--- src/rtl/mppt_pkg.sv ---
// rtl/mppt_pkg.sv - shared widths and FSM encodings for the P&O MPPT controller
// Purpose: single source for state codes and datapath widths used by the
//          controller, its register block and its ADC interface.
package mppt_pkg;

    localparam int STATE_W = 3;
    localparam int FLAG_W  = 2;
    localparam int ADC_W   = 12;
    localparam int P_W     = 24;

    typedef enum logic [STATE_W-1:0] {
        ST_IDLE     = 3'd0,
        ST_SETTLE   = 3'd1,
        ST_SAMPLE   = 3'd2,
        ST_WAIT_ADC = 3'd3,
        ST_COMPUTE  = 3'd4,
        ST_DECIDE   = 3'd5,
        ST_UPDATE   = 3'd6
    } state_e;

    // flag bit positions
    localparam int FLAG_DIR  = 0;   // 1 = next perturbation increases duty
    localparam int FLAG_PVLD = 1;   // p_prev holds a real measurement

endpackage

--- src/rtl/mppt_po_ctrl_if.sv ---
// rtl/mppt_po_ctrl_if.sv - ADC conversion handshake between controller and converter
// Purpose: groups the conversion request / result signals.
// Signals:
//   adc_start - one-cycle conversion request (controller -> ADC)
//   adc_valid - conversion done, adc_v/adc_i valid this cycle (ADC -> controller)
//   adc_v     - panel voltage code
//   adc_i     - panel current code
// Modports: master = controller side, slave = converter side.
interface mppt_po_ctrl_if;
    import mppt_pkg::*;

    logic             adc_start;
    logic             adc_valid;
    logic [ADC_W-1:0] adc_v;
    logic [ADC_W-1:0] adc_i;

    modport master (
        output adc_start,
        input  adc_valid,
        input  adc_v,
        input  adc_i
    );

    modport slave (
        input  adc_start,
        output adc_valid,
        output adc_v,
        output adc_i
    );

endinterface

--- src/rtl/mppt_regs.sv ---
// rtl/mppt_regs.sv - FSM state and flag registers of the MPPT controller
// Purpose: holds state and flag, loaded from next-value inputs on the
//          falling clock edge with synchronous active-high reset.
// Ports:
//   clk, rst  - clock (falling edge active) and synchronous reset
//   state_d   - next state code
//   flag_d    - next flag value ([0]=direction, [1]=p_prev valid)
//   state_q   - registered state code
//   flag_q    - registered flag value
module mppt_regs
    import mppt_pkg::*;
(
    input  logic               clk,
    input  logic               rst,
    input  logic [STATE_W-1:0] state_d,
    input  logic [FLAG_W-1:0]  flag_d,
    output logic [STATE_W-1:0] state_q,
    output logic [FLAG_W-1:0]  flag_q
);

    always_ff @(negedge clk) begin
        if (rst) begin
            state_q <= ST_IDLE;
            flag_q  <= 2'b01;
        end else begin
            state_q <= state_d;
            flag_q  <= flag_d;
        end
    end

endmodule

--- src/rtl/mppt_po_ctrl.sv ---
// rtl/mppt_po_ctrl.sv - perturb-and-observe MPPT duty controller
// Purpose: periodically samples panel V/I, computes power, and steps the PWM
//          duty by STEP toward higher power, clamped to [DUTY_MIN, DUTY_MAX].
//          All registers update on the falling edge of clk.
// Ports:
//   clk, rst  - clock (falling edge active), synchronous active-high reset
//   enable    - tracking enable; 0 forces IDLE and holds duty/flag/p_prev
//   adc       - ADC handshake (master side)
//   duty      - PWM duty command
//   duty_upd  - one-cycle pulse when duty changes
//   flag      - [0]=direction (1=increase), [1]=p_prev valid
//   state     - current FSM state (debug)
//   adc_err   - sticky ADC timeout flag
module mppt_po_ctrl
    import mppt_pkg::*;
#(
    parameter int                 DUTY_W     = 8,
    parameter logic [DUTY_W-1:0]  DUTY_MIN   = 8'd13,
    parameter logic [DUTY_W-1:0]  DUTY_MAX   = 8'd242,
    parameter logic [DUTY_W-1:0]  DUTY_RST   = 8'd128,
    parameter logic [DUTY_W-1:0]  STEP       = 8'd2,
    parameter logic [15:0]        SETTLE_CYC = 16'd1000,
    parameter logic [15:0]        ADC_TO     = 16'd255
) (
    input  logic                clk,
    input  logic                rst,
    input  logic                enable,
    mppt_po_ctrl_if.master      adc,
    output logic [DUTY_W-1:0]   duty,
    output logic                duty_upd,
    output logic [FLAG_W-1:0]   flag,
    output logic [STATE_W-1:0]  state,
    output logic                adc_err
);

    // Reset duty is forced into the legal window even if DUTY_RST is not.
    localparam logic [DUTY_W-1:0] DUTY_RST_C =
        (DUTY_RST < DUTY_MIN) ? DUTY_MIN :
        (DUTY_RST > DUTY_MAX) ? DUTY_MAX : DUTY_RST;

    logic [STATE_W-1:0] state_q, state_d;
    logic [FLAG_W-1:0]  flag_q, flag_d;
    logic [15:0]        cnt_q, cnt_d;
    logic [ADC_W-1:0]   v_q, v_d, i_q, i_d;
    logic [P_W-1:0]     p_now_q, p_now_d, p_prev_q, p_prev_d;
    logic [DUTY_W-1:0]  duty_q, duty_d;
    logic               adc_err_q, adc_err_d;
    logic               adc_start_q, adc_start_d;
    logic               duty_upd_q, duty_upd_d;

    logic [DUTY_W:0]    duty_up, duty_dn;
    logic [DUTY_W-1:0]  duty_next;
    logic               clamp;

    mppt_regs u_regs (
        .clk     (clk),
        .rst     (rst),
        .state_d (state_d),
        .flag_d  (flag_d),
        .state_q (state_q),
        .flag_q  (flag_q)
    );

    // Perturbed duty; one extra bit catches overflow above the top and
    // wrap-around below zero before clamping.
    always_comb begin
        duty_up   = {1'b0, duty_q} + {1'b0, STEP};
        duty_dn   = {1'b0, duty_q} - {1'b0, STEP};
        duty_next = duty_q;
        clamp     = 1'b0;
        if (flag_q[FLAG_DIR]) begin
            if (duty_up > {1'b0, DUTY_MAX}) begin
                duty_next = DUTY_MAX;
                clamp     = 1'b1;
            end else begin
                duty_next = duty_up[DUTY_W-1:0];
            end
        end else begin
            if (duty_dn[DUTY_W] || (duty_dn < {1'b0, DUTY_MIN})) begin
                duty_next = DUTY_MIN;
                clamp     = 1'b1;
            end else begin
                duty_next = duty_dn[DUTY_W-1:0];
            end
        end
    end

    always_comb begin
        state_d    = state_q;
        flag_d     = flag_q;
        cnt_d      = cnt_q;
        v_d        = v_q;
        i_d        = i_q;
        p_now_d    = p_now_q;
        p_prev_d   = p_prev_q;
        duty_d     = duty_q;
        adc_err_d  = adc_err_q;
        duty_upd_d = 1'b0;

        if (!enable) begin
            state_d = ST_IDLE;
        end else begin
            case (state_q)
                ST_IDLE: begin
                    state_d = ST_SETTLE;
                    cnt_d   = SETTLE_CYC - 16'd1;
                end
                ST_SETTLE: begin
                    if (cnt_q == 16'd0) begin
                        state_d = ST_SAMPLE;
                    end else begin
                        cnt_d = cnt_q - 16'd1;
                    end
                end
                ST_SAMPLE: begin
                    state_d = ST_WAIT_ADC;
                    cnt_d   = ADC_TO;
                end
                ST_WAIT_ADC: begin
                    // A result arriving on the timeout cycle is still taken.
                    if (adc.adc_valid) begin
                        v_d     = adc.adc_v;
                        i_d     = adc.adc_i;
                        state_d = ST_COMPUTE;
                    end else if (cnt_q <= 16'd1) begin
                        adc_err_d = 1'b1;
                        cnt_d     = 16'd0;
                        state_d   = ST_SAMPLE;
                    end else begin
                        cnt_d = cnt_q - 16'd1;
                    end
                end
                ST_COMPUTE: begin
                    p_now_d = {{(P_W-ADC_W){1'b0}}, v_q} * {{(P_W-ADC_W){1'b0}}, i_q};
                    state_d = ST_DECIDE;
                end
                ST_DECIDE: begin
                    if (!flag_q[FLAG_PVLD]) begin
                        flag_d[FLAG_PVLD] = 1'b1;
                    end else if (p_now_q < p_prev_q) begin
                        flag_d[FLAG_DIR] = ~flag_q[FLAG_DIR];
                    end
                    p_prev_d = p_now_q;
                    state_d  = ST_UPDATE;
                end
                ST_UPDATE: begin
                    duty_d = duty_next;
                    // Hitting a limit turns the search back into the window.
                    if (clamp) begin
                        flag_d[FLAG_DIR] = ~flag_q[FLAG_DIR];
                    end
                    duty_upd_d = (duty_next != duty_q);
                    state_d    = ST_SETTLE;
                    cnt_d      = SETTLE_CYC - 16'd1;
                end
                default: begin
                    state_d = ST_IDLE;
                end
            endcase
        end
    end

    // adc_start is high exactly while the FSM sits in SAMPLE.
    always_comb begin
        adc_start_d = (state_d == ST_SAMPLE);
    end

    always_ff @(negedge clk) begin
        if (rst) begin
            cnt_q       <= '0;
            v_q         <= '0;
            i_q         <= '0;
            p_now_q     <= '0;
            p_prev_q    <= '0;
            duty_q      <= DUTY_RST_C;
            adc_err_q   <= 1'b0;
            adc_start_q <= 1'b0;
            duty_upd_q  <= 1'b0;
        end else begin
            cnt_q       <= cnt_d;
            v_q         <= v_d;
            i_q         <= i_d;
            p_now_q     <= p_now_d;
            p_prev_q    <= p_prev_d;
            duty_q      <= duty_d;
            adc_err_q   <= adc_err_d;
            adc_start_q <= adc_start_d;
            duty_upd_q  <= duty_upd_d;
        end
    end

    assign adc.adc_start = adc_start_q;
    assign duty          = duty_q;
    assign duty_upd      = duty_upd_q;
    assign flag          = flag_q;
    assign state         = state_q;
    assign adc_err       = adc_err_q;

endmodule

--- src/flat_wrapper.sv ---
// flat-port wrapper written by rule: the top's interface ports become plain ports
module mppt_po_ctrl_flat import mppt_pkg::*;
#(
    parameter int                 DUTY_W     = 8,
    parameter logic [DUTY_W-1:0]  DUTY_MIN   = 8'd13,
    parameter logic [DUTY_W-1:0]  DUTY_MAX   = 8'd242,
    parameter logic [DUTY_W-1:0]  DUTY_RST   = 8'd128,
    parameter logic [DUTY_W-1:0]  STEP       = 8'd2,
    parameter logic [15:0]        SETTLE_CYC = 16'd1000,
    parameter logic [15:0]        ADC_TO     = 16'd255
)
  (clk, rst, enable, duty, duty_upd, flag, state, adc_err, adc_adc_start, adc_adc_valid, adc_adc_v, adc_adc_i);
  mppt_po_ctrl_if adc_i ();
  input  logic clk;
  input  logic rst;
  input  logic enable;
  output logic [DUTY_W-1:0] duty;
  output logic duty_upd;
  output logic [FLAG_W-1:0] flag;
  output logic [STATE_W-1:0] state;
  output logic adc_err;
  output wire logic [$bits(adc_i.adc_start)-1:0] adc_adc_start;
  input wire logic [$bits(adc_i.adc_valid)-1:0] adc_adc_valid;
  input wire logic [$bits(adc_i.adc_v)-1:0] adc_adc_v;
  input wire logic [$bits(adc_i.adc_i)-1:0] adc_adc_i;
  assign adc_adc_start = adc_i.adc_start;
  assign adc_i.adc_valid = adc_adc_valid;
  assign adc_i.adc_v = adc_adc_v;
  assign adc_i.adc_i = adc_adc_i;
  mppt_po_ctrl #(.DUTY_W(DUTY_W), .DUTY_MIN(DUTY_MIN), .DUTY_MAX(DUTY_MAX), .DUTY_RST(DUTY_RST), .STEP(STEP), .SETTLE_CYC(SETTLE_CYC), .ADC_TO(ADC_TO)) u_core (.clk(clk), .rst(rst), .enable(enable), .adc(adc_i), .duty(duty), .duty_upd(duty_upd), .flag(flag), .state(state), .adc_err(adc_err));
endmodule
--- config.mk ---
export PLATFORM = sky130hd
export DESIGN_NAME = mppt_po_ctrl_flat
export DESIGN_NICKNAME = d
export VERILOG_FILES = /design/src/rtl/mppt_pkg.sv /design/src/rtl/mppt_po_ctrl_if.sv /design/src/rtl/mppt_regs.sv /design/src/rtl/mppt_po_ctrl.sv /design/src/flat_wrapper.sv
export SDC_FILE = /design/constraint.sdc
export NUM_CORES = 1
export LEC_CHECK = 0
export CAP_MARGIN = 40
export CORE_ASPECT_RATIO = 0.75
export CORE_UTILIZATION = 45
export DETAILED_ROUTE_END_ITERATION = 12
export DONT_BUFFER_PORTS = 1
export PLACE_DENSITY = 0.67
export SLEW_MARGIN = 20
export SYNTH_ARGS = -nofsm -noshare
export SYNTH_HDL_FRONTEND = slang
export SYNTH_SLANG_ARGS = --single-unit
--- constraint.sdc ---
create_clock -name clk -period 6.71 [get_ports clk]
set_input_delay 1.342 -clock clk [delete_from_list [all_inputs] [get_ports clk]]
set_output_delay 1.342 -clock clk [all_outputs]
set_load 0.03 [all_outputs]
==> out/metrics.cfg, run 1 <==
[global_routing]
grt_max_degree=110
grt.overflow.total=0
grt_pass1_vias=8516
grt_usage=0.203
antenna_found_initial=0
grt_pass1_wl_um=38600

[detailed_routing]
avgRoutedWirePerCell_um=13.7
routed_wl_um=22300
route.met2.wl_um=9700
met3WireLength_um=1200
drcViolationCount=0
viasPerCell=5.29
drt-initial-drc-count=516
topRoutingLayerUsed=met4
dr.pass1.iters=5
vias=8636
ant_nets=0
wl_met1_um=11100

[cts]
post_cts_resized=0
clk_pin_slew_ns=0.03
cts_tree=yes
clkLatencyLatePin_ns=0.43
cts_sinks=104
root_buffer=clkbuf_16
cts_buffers=9
cts_setup_buffers=0
ctsHtreeMaxLevel=3
clock_path_buffers=2
cts_hold_buf=0

[pwr]
power.density_mw_per_mm2=137
vdd_drop_max_mv=0.131
leakage_uw=0.00524

[sta]
setup_violations=0
slew_viol_final=0
finalWorstSetupSlack_ns=0.750
hold_viol=0
slew_headroom=0.455
rsz0062_at_grt=no
fin_skew_ns=0.0246
finalSetupTns_ns=0
tightest_slew_ns=0.816

[synthesis]
synth_edf_count=0
ys.warnings.count=0
synth_cells=1277
ys_ff_latch=104
async_flop_share=0
yosysSeqAreaShare=0.208
synth_cell_types=68
ys.flop_type=dfxtp_1
synthesis.nets=1495
synth.avg_cell_area_um2=7.84
netlist_area_mm2=0.0100

[floorplanning]
die_width_um=174
dieArea_mm2=0.0229
core_area_mm2=0.0215
io_pins=44
rows=46
initial_core_util=0.466
die_y_um=131

[place]
preCtsSetupSlack_ns=0.723
io_buffers=0
gp_congestion=0.862
hpwl_um=16700

[setup_path]
arrival_ns=4.62
critPathLaunchType=register
crit_required_ns=5.37
cp-startpoint=u_core.duty[2]$_SDFFE_NP0P_
end_kind=output pin
path_max_fanout=15
worstSetupPathType=reg2out
r2r_start=u_core.i_q[4]$_SDFFE_NP0P_

[hold_path]
hp-class=reg2reg
hold_path_startpoint=u_core.p_prev_q[6]$_SDFFE_NP0P_

[final_layout]
final.fill_count=2060
antenna_cells=0
drive_gt1_frac=0.0365
final_common_cell=inv_1
final_cell_mix=inv_1 (285), nand2_1 (247), dfxtp_1 (104), a21oi_1 (100), fa_1 (100)
syn_to_final_growth_pct=9.00
nNetsFinal=1556

[flow_run]
drv_cap=0

[status]
status=complete, no violations

## final cells by class
class,instances,area [um^2],share of cell area
inverter,181,679,0.0623
clock buffer,9,225,0.0206
sequential,104,2080,0.191
timing repair buffer,19,143,0.0131
clock inverter,111,472,0.0432
tap,288,360,0.0330
multi-input combinational,919,6950,0.637
## cell usage after synthesis, drive strengths merged (9+ instances only)
library cell,instances,share of area
o21ai,26,0.013
nor4,10,0.0069
nand3,21,0.010
dfxtp,104,0.21
nor2,78,0.029
nand2,249,0.094
inv,182,0.068
a21oi,100,0.050
clkbuf,60,0.022
nor2b,11,0.0069
fa,100,0.20
nor3,19,0.0095
xnor2,15,0.013
and2,50,0.031
ha,90,0.11
o21bai,9,0.0067
buf,12,0.0070
## logic make-up after synthesis
family,Yosys count,synth area share
muxes,2,0.00212
xor gates and xnor gates,20,0.0175
and+or+nand+nor,491,0.227
adders and majority gates,190,0.312
DFF,104,0.208
AOI/OAI and AO/OA,216,0.135
buffers and inverters,254,0.0977
## flip-flops by register name, indices dropped and copies added (netlist names)
signal,cells
u_core.duty_upd,1
u_core.cnt_q,16
u_core.p_now_q,24
u_core.p_prev_q,24
u_core.duty,8
u_core.adc_err,1
u_core.adc.adc_start,1
u_core.u_regs.state_q,3
u_core.v_q,12
u_core.u_regs.flag_q,2
u_core.i_q,12
## per-layer routing
metal	global-route usage	vias to the layer above
met2	0.304	191
li1	-	4256
met5	0	-
met3	0.0550	24
met4	0.0658	0
met1	0.283	4165
## report_power, final
group / internal [uW] / switching [uW]
Clock: 350 / 448
Sequential: 629 / 7.50
Combinational: 23.4 / 35.4
Total: 1000 / 491
## stage by stage
stage | power, uW | std cells | util | area [um^2] | hold WS, ns
6_report | 1490 | 1631 | 0.508 | 10900 | 0.446
5_1_grt | 1600 | 1631 | 0.508 | 10900 | 0.458
4_1_cts | 1530 | 1631 | 0.508 | 10900 | 0.445
3_5_place_dp | 798 | 1512 | 0.476 | 10200 | 0.441
3_3_place_gp | 796 | 1511 | 0.476 | 10200 | 0.436
2_1_floorplan | 797 | 1277 | - | 10000 | 0.436
## final timing paths
path / end / slack, ns / cells after the start
setup reg to reg: u_core.p_now_q[22]$_SDFFE_NP0P_ / 0.83 / 19
hold / removal: u_core.p_prev_q[6]$_SDFFE_NP0P_ / 0.45 / 2
hold reg to reg: u_core.p_prev_q[6]$_SDFFE_NP0P_ / 0.45 / 2
setup / recovery: duty[2] / 0.75 / 0
## worst min-delay path: stages (launching register included)
cell and delay (ns):
dfxtp_1 0.30, nand2_1 0.05, a21oi_1 0.05
Note: power is estimated with default switching activity, not from simulation.
==> run 2, diff against run 1 <==
- PLACE_DENSITY: 0.67 -> default
- PLACE_DENSITY_LB_ADDON: default -> 0.2
==> run 2 against run 1 <==
Wire length up 1.3%; final cell count up 0.37%; global-route usage up 0.36 points; count of clock-buffer cells in the layout unchanged; hold slack about the same; critical endpoint is now duty[5]; largest power group unchanged; highest routed layer unchanged.
==> out/metrics.cfg, run 2 (synthesized netlist as in run 1, its figures left out) <==
[status]
status=complete, no violations

[floorplanning]
dieArea_mm2=0.0229  ; unchanged
die_width_um=174  ; unchanged
core_area_mm2=0.0215  ; unchanged
io_pins=44  ; unchanged
initial_core_util=0.466  ; unchanged
rows=46  ; unchanged
die_y_um=131  ; unchanged

[cts]
cts_tree=yes
clkLatencyLatePin_ns=0.44  ; about the same
cts_hold_buf=0  ; unchanged
post_cts_resized=0  ; unchanged
root_buffer=clkbuf_16
ctsHtreeMaxLevel=3  ; unchanged
clock_path_buffers=2  ; unchanged
cts_buffers=9  ; unchanged
clk_pin_slew_ns=0.03  ; about the same
cts_sinks=104  ; unchanged
cts_setup_buffers=0  ; unchanged

[global_routing]
grt_pass1_vias=8438  ; -0.92%
grt_usage=0.207  ; +0.00355
grt_max_degree=110  ; unchanged
antenna_found_initial=0  ; unchanged
grt_pass1_wl_um=39200  ; +1.4%
grt.overflow.total=0  ; unchanged

[place]
io_buffers=0  ; unchanged
gp_congestion=0.836  ; -3.0%
hpwl_um=17000  ; +2.0%
place_area_mm2=0.0102  ; +0.29%
placedCellCount=1516  ; +0.26%

[detailed_routing]
routed_wl_um=22600  ; +1.3%
ant_nets=0  ; unchanged
avgRoutedWirePerCell_um=13.8  ; +0.97%
drcViolationCount=0  ; unchanged
viasPerCell=5.22  ; -1.4%
vias=8544  ; -1.1%
drt-initial-drc-count=501  ; -2.9%
dr.pass1.iters=4  ; -1

[final_layout]
finalInstanceArea_mm2=0.0110  ; +0.57%
final_common_cell=inv_1
largest_registers=u_core.p_now_q x24, u_core.p_prev_q x24, u_core.cnt_q x16
syn_to_final_growth_pct=9.62
seq_area_mm2=0.00208  ; unchanged
fin_cells=1637  ; +0.37%
nNetsFinal=1561  ; +0.32%
drive_gt1_frac=0.0408  ; +0.00432
final_cell_mix=inv_1 (284), nand2_1 (247), dfxtp_1 (104), a21oi_1 (100), fa_1 (100)
multi_input_area_mm2=0.00695  ; unchanged
final.fill_count=2143  ; +4.0%

[hold_path]
hp-class=reg2reg
hold_path_depth=2  ; unchanged

[sta]
setup_violations=0  ; unchanged
slew_headroom=0.463  ; +0.00788
slew_viol_final=0  ; unchanged
tightest_slew_ns=0.804  ; -0.0118 ns
finalSetupTns_ns=0  ; unchanged
rsz0062_at_grt=no
fin_skew_ns=0.0371  ; +0.0125 ns
hold_viol=0  ; unchanged

[setup_path]
end_kind=output pin
cp_num_cells=0  ; unchanged
critPathLaunchType=register
crit_required_ns=5.37  ; about the same
arrival_ns=4.60  ; -0.02 ns
worstSetupPathType=reg2out
rr_worst_depth=20  ; +1
path_max_fanout=15  ; unchanged

[flow_run]
drv_cap=0  ; unchanged

[pwr]
power.density_mw_per_mm2=139  ; +1.5%
leakage_uw=0.00527  ; +0.68%
vdd_drop_max_mv=0.183  ; +40%

[run 2: report_power, final]
part	switching (uW)	internal (uW)	total (uW)
Clock	442	386	829
Sequential	7.82	629	637
Combinational	34.7	23.4	58.2
Total	485	1040	1520
[run 2: path summary, 6_finish.rpt]
path,start,end,slack [ns]
max,u_core.duty[5]$_SDFFE_NP0P_,duty[5],0.77
min,u_core.p_prev_q[9]$_SDFFE_NP0P_,u_core.p_prev_q[9]$_SDFFE_NP0P_,0.45
max reg2reg,u_core.v_q[2]$_SDFFE_NP0P_,u_core.p_now_q[23]$_SDFFE_NP0P_,1.05
min reg2reg,u_core.p_prev_q[9]$_SDFFE_NP0P_,u_core.p_prev_q[9]$_SDFFE_NP0P_,0.45
[run 2: through the flow]
step | hold slack [ns] | power (uW) | util | worst slack [ns]
3_5_place_dp | 0.440 | 798 | 0.477 | 0.811
4_1_cts | 0.445 | 1570 | 0.511 | 0.760
6_report | 0.446 | 1520 | 0.511 | 0.769
5_1_grt | 0.461 | 1640 | 0.511 | 0.554
2_1_floorplan | 0.436 | 797 | - | 0.862
3_3_place_gp | 0.437 | 797 | 0.477 | 0.791
[run 2: layer usage]
| metal | GRT usage | wire length (um) | vias to the layer above |
|---|---|---|---|
| met5 | 0 | 0 | - |
| met1 | 0.300 | 11600 | 4094 |
| li1 | - | - | 4254 |
| met4 | 0.0599 | 250 | 0 |
| met2 | 0.300 | 9680 | 173 |
| met3 | 0.0532 | 1060 | 23 |
[run 2: worst register-to-register path: stages, from the launching register on]
cell	delay, ns
dfxtp_1	0.65
nand2_1	0.18
fa_1	0.57
inv_1	0.04
ha_1	0.27
inv_1	0.06
fa_1	0.54
inv_1	0.07
fa_1	0.53
inv_1	0.05
fa_1	0.53
inv_1	0.04
ha_1	0.34
a211oi_1	0.29
o21bai_1	0.16
a2111oi_2	0.34
buf_4	0.19
nor3_1	0.09
a2111oi_2	0.44
o21ai_1	0.12
o311ai_1	0.09
[run 2: area by class of cell]
cell class,count,area share
repair buffers,24,0.0168
clock buffers,9,0.0205
well taps,288,0.0328
inverters,181,0.0619
clock inverters,111,0.0447
diodes,1,0.000228
multi-input cells,919,0.633
flip-flops and latches,104,0.190
==> run 3, diff against run 2 <==
- SLEW_MARGIN: 20 -> default
- SYNTH_HIERARCHICAL: default -> 1
==> run 3 against run 2 <==
Register-to-register slack lost 0.24 ns; global-route usage grew 1.3 points; sequential cell count is the same; critical path depth is the same; utilization shrank 0.21 points; clock power grew 0.6%; count of clock-buffer cells in the layout is the same; synthesized area is essentially flat; power grew 1.2%; final cell count shrank 1.4%; critical endpoint is now flag[0]; largest cell class unchanged.
==> out/metrics.cfg, run 3 <==
[synthesis]
synth_edf_count=0  ; unchanged
ys_top_cells_by_area=dfxtp_1 (21%), fa_1 (20%), ha_1 (11%)
ys.flop_type=dfxtp_1
synthTopCellsByCount=nand2_1 (242), inv_1 (179), a21oi_1 (111), dfxtp_1 (104), fa_1 (100)
yosysMostFrequentCell=nand2_1
ys_ff_latch=104  ; unchanged
synthesis.nets=1474  ; -1.4%
netlist_area_mm2=0.0100  ; about the same
ys.warnings.count=6  ; +6
synth_cells=1256  ; -1.6%
synth_top_area_share=0.208  ; about the same
yosysSeqAreaShare=0.208  ; about the same
synth_cell_types=73  ; +7.4%
synth.avg_cell_area_um2=7.96  ; +1.6%
synth_largest_area_cell=dfxtp_1
async_flop_share=0  ; unchanged

[floorplanning]
die_y_um=131  ; about the same
core_area_mm2=0.0215  ; unchanged
rows=46  ; unchanged
io_pins=44  ; unchanged
die_width_um=174  ; about the same
initial_core_util=0.466  ; about the same
dieArea_mm2=0.0228  ; about the same

[place]
preCtsSetupSlack_ns=0.753  ; -0.0580 ns
hpwl_um=17600  ; +3.2%
io_buffers=0  ; unchanged
gp_congestion=0.886  ; +6.0%

[sta]
fin_skew_ns=0.0230  ; -0.0141 ns
tightest_slew_ns=0.887  ; +0.0830 ns
slew_viol_final=0  ; unchanged
setup_violations=0  ; unchanged
slew_headroom=0.408  ; -0.0554
hold_viol=0  ; unchanged
finalWorstSetupSlack_ns=0.695  ; -0.0735 ns
finalSetupTns_ns=0  ; unchanged
rsz0062_at_grt=no

[cts]
cts_buffers=9  ; unchanged
cts_sinks=104  ; unchanged
ctsHtreeMaxLevel=3  ; unchanged
clock_path_buffers=2  ; unchanged
cts_hold_buf=0  ; unchanged
root_buffer=clkbuf_16
post_cts_resized=0  ; unchanged
clkLatencyLatePin_ns=0.44  ; about the same
cts_setup_buffers=0  ; unchanged
cts_tree=yes
clk_pin_slew_ns=0.03  ; about the same

[pwr]
seq_power_share=0.419  ; about the same
p_comb_frac=0.040  ; +0.002
swShare=0.343  ; +0.0248
fin_total_pwr_uw=1540  ; +1.2%
p_int_uw=1010  ; -2.5%
power.density_mw_per_mm2=141  ; +1.6%
power.switching_uw=529  ; +9.1%
vdd_drop_max_mv=0.128  ; -30%
leakage_uw=0.00526  ; -0.26%
p_clk_frac=0.541  ; -0.003

[hold_path]
hold_path_depth=2  ; unchanged
hp-class=reg2reg

[setup_path]
arrival_ns=4.67  ; +0.07 ns
critPathLaunchType=register
crit_required_ns=5.37  ; about the same
path_max_fanout=18  ; +3
end_kind=output pin
rr_worst_depth=19  ; -5.0%
worstSetupPathType=reg2out
cp_num_cells=0  ; unchanged

[global_routing]
antenna_found_initial=0  ; unchanged
grt_usage=0.219  ; +0.0126
grt_pass1_vias=8516  ; +0.92%
grt_pass1_wl_um=41000  ; +4.8%
grt.overflow.total=0  ; unchanged
grt_max_degree=100  ; -9.1%

[status]
status=complete, no violations

[detailed_routing]
drcViolationCount=0  ; unchanged
ant_nets=0  ; unchanged
drt-initial-drc-count=459  ; -8.4%
dr.pass1.iters=4  ; unchanged
avgRoutedWirePerCell_um=14.8  ; +7.0%
viasPerCell=5.34  ; +2.4%
vias=8623  ; +0.92%
routed_wl_um=23800  ; +5.5%

[final_layout]
nNetsFinal=1539  ; -1.4%
drive_gt1_frac=0.0415  ; +0.000677
syn_to_final_growth_pct=9.27
largest_registers=u_core/p_now_q x24, u_core/p_prev_q x24, u_core/cnt_q x16
final_cell_mix=inv_1 (281), nand2_1 (242), a21oi_1 (111), dfxtp_1 (104), fa_1 (100)
antenna_cells=0  ; -1
post-route-util=0.509  ; -0.00210
final.fill_count=2081  ; -2.9%
final_common_cell=inv_1

[flow_run]
drv_cap=0  ; unchanged

[run 3: changes by cell type after synthesis, moves of 8 or more]
cell      delta
and2_1       +9
a211oi_1     +8
o21ai_1     -14
nor2_1      -27
a21oi_1     +11
o21ai_0     +23
nand3_1      +8
[run 3: final timing paths]
check,to,slack [ns],start
setup / recovery,flag[0],0.70,u_core/u_regs/flag_q[0]$_SDFF_NP1_
hold / removal,u_core/p_prev_q[18]$_SDFFE_NP0P_,0.45,u_core/p_prev_q[18]$_SDFFE_NP0P_
setup reg to reg,u_core/p_now_q[23]$_SDFFE_NP0P_,0.81,u_core/v_q[5]$_SDFFE_NP0P_
hold reg to reg,u_core/p_prev_q[18]$_SDFFE_NP0P_,0.45,u_core/p_prev_q[18]$_SDFFE_NP0P_
[run 3: cell families (layout without fill, tap and decap cells)]
family | after synthesis | after routing | synth area share
adder cells (fa/ha/maj) | 190 | 190 | 0.313
multiplexers | 2 | 2 | 0.00200
AND/OR/NAND/NOR | 463 | 463 | 0.218
buffers and inverters | 240 | 310 | 0.0907
AO/OA/AOI/OAI | 239 | 239 | 0.153
XOR/XNOR | 18 | 18 | 0.0158
flip-flops | 104 | 104 | 0.208
[run 3: area by class of cell]
type                    instances  area (um^2)  area share
clock buffers                   9          225      0.0206
well taps                     288          360      0.0330
multi-input cells             912         7020       0.642
repair buffers                 13         97.6     0.00893
inverters                     177          664      0.0608
clock inverters               111          484      0.0443
flip-flops and latches        104         2080       0.190
[run 3: power groups by stage]
stage / logic [uW] / clock network, uW / registers (uW)
after global placement: 60.2 / 95.8 / 654
after global routing: 70.3 / 944 / 645
after floorplan: 59.4 / 95.8 / 648
after CTS: 61.5 / 883 / 645
final: 61.9 / 834 / 646
after detailed placement: 61.1 / 95.8 / 654
[run 3: metrics by stage]
| stage | cell area [um^2] | instances | hold WS, ns |
|---|---|---|---|
| after detailed placement | 10200 | 1496 | 0.439 |
| after global routing | 10900 | 1614 | 0.460 |
| after floorplan | 10000 | 1256 | 0.432 |
| after CTS | 10900 | 1614 | 0.445 |
| after global placement | 10200 | 1496 | 0.432 |
| final | 10900 | 1614 | 0.446 |
[run 3: tightest hold or removal path, stage by stage (launching register included)]
cell and delay [ns]:
dfxtp_1 0.30, nand2_1 0.05, a21oi_1 0.05
[run 3: routing by layer]
| metal | track usage | vias up | wire length (um) |
|---|---|---|---|
| met5 | 0 | - | 0 |
| met4 | 0.0828 | 0 | 398 |
| met3 | 0.0558 | 31 | 1350 |
| met2 | 0.312 | 214 | 10100 |
| met1 | 0.316 | 4142 | 12000 |
| li1 | - | 4236 | - |
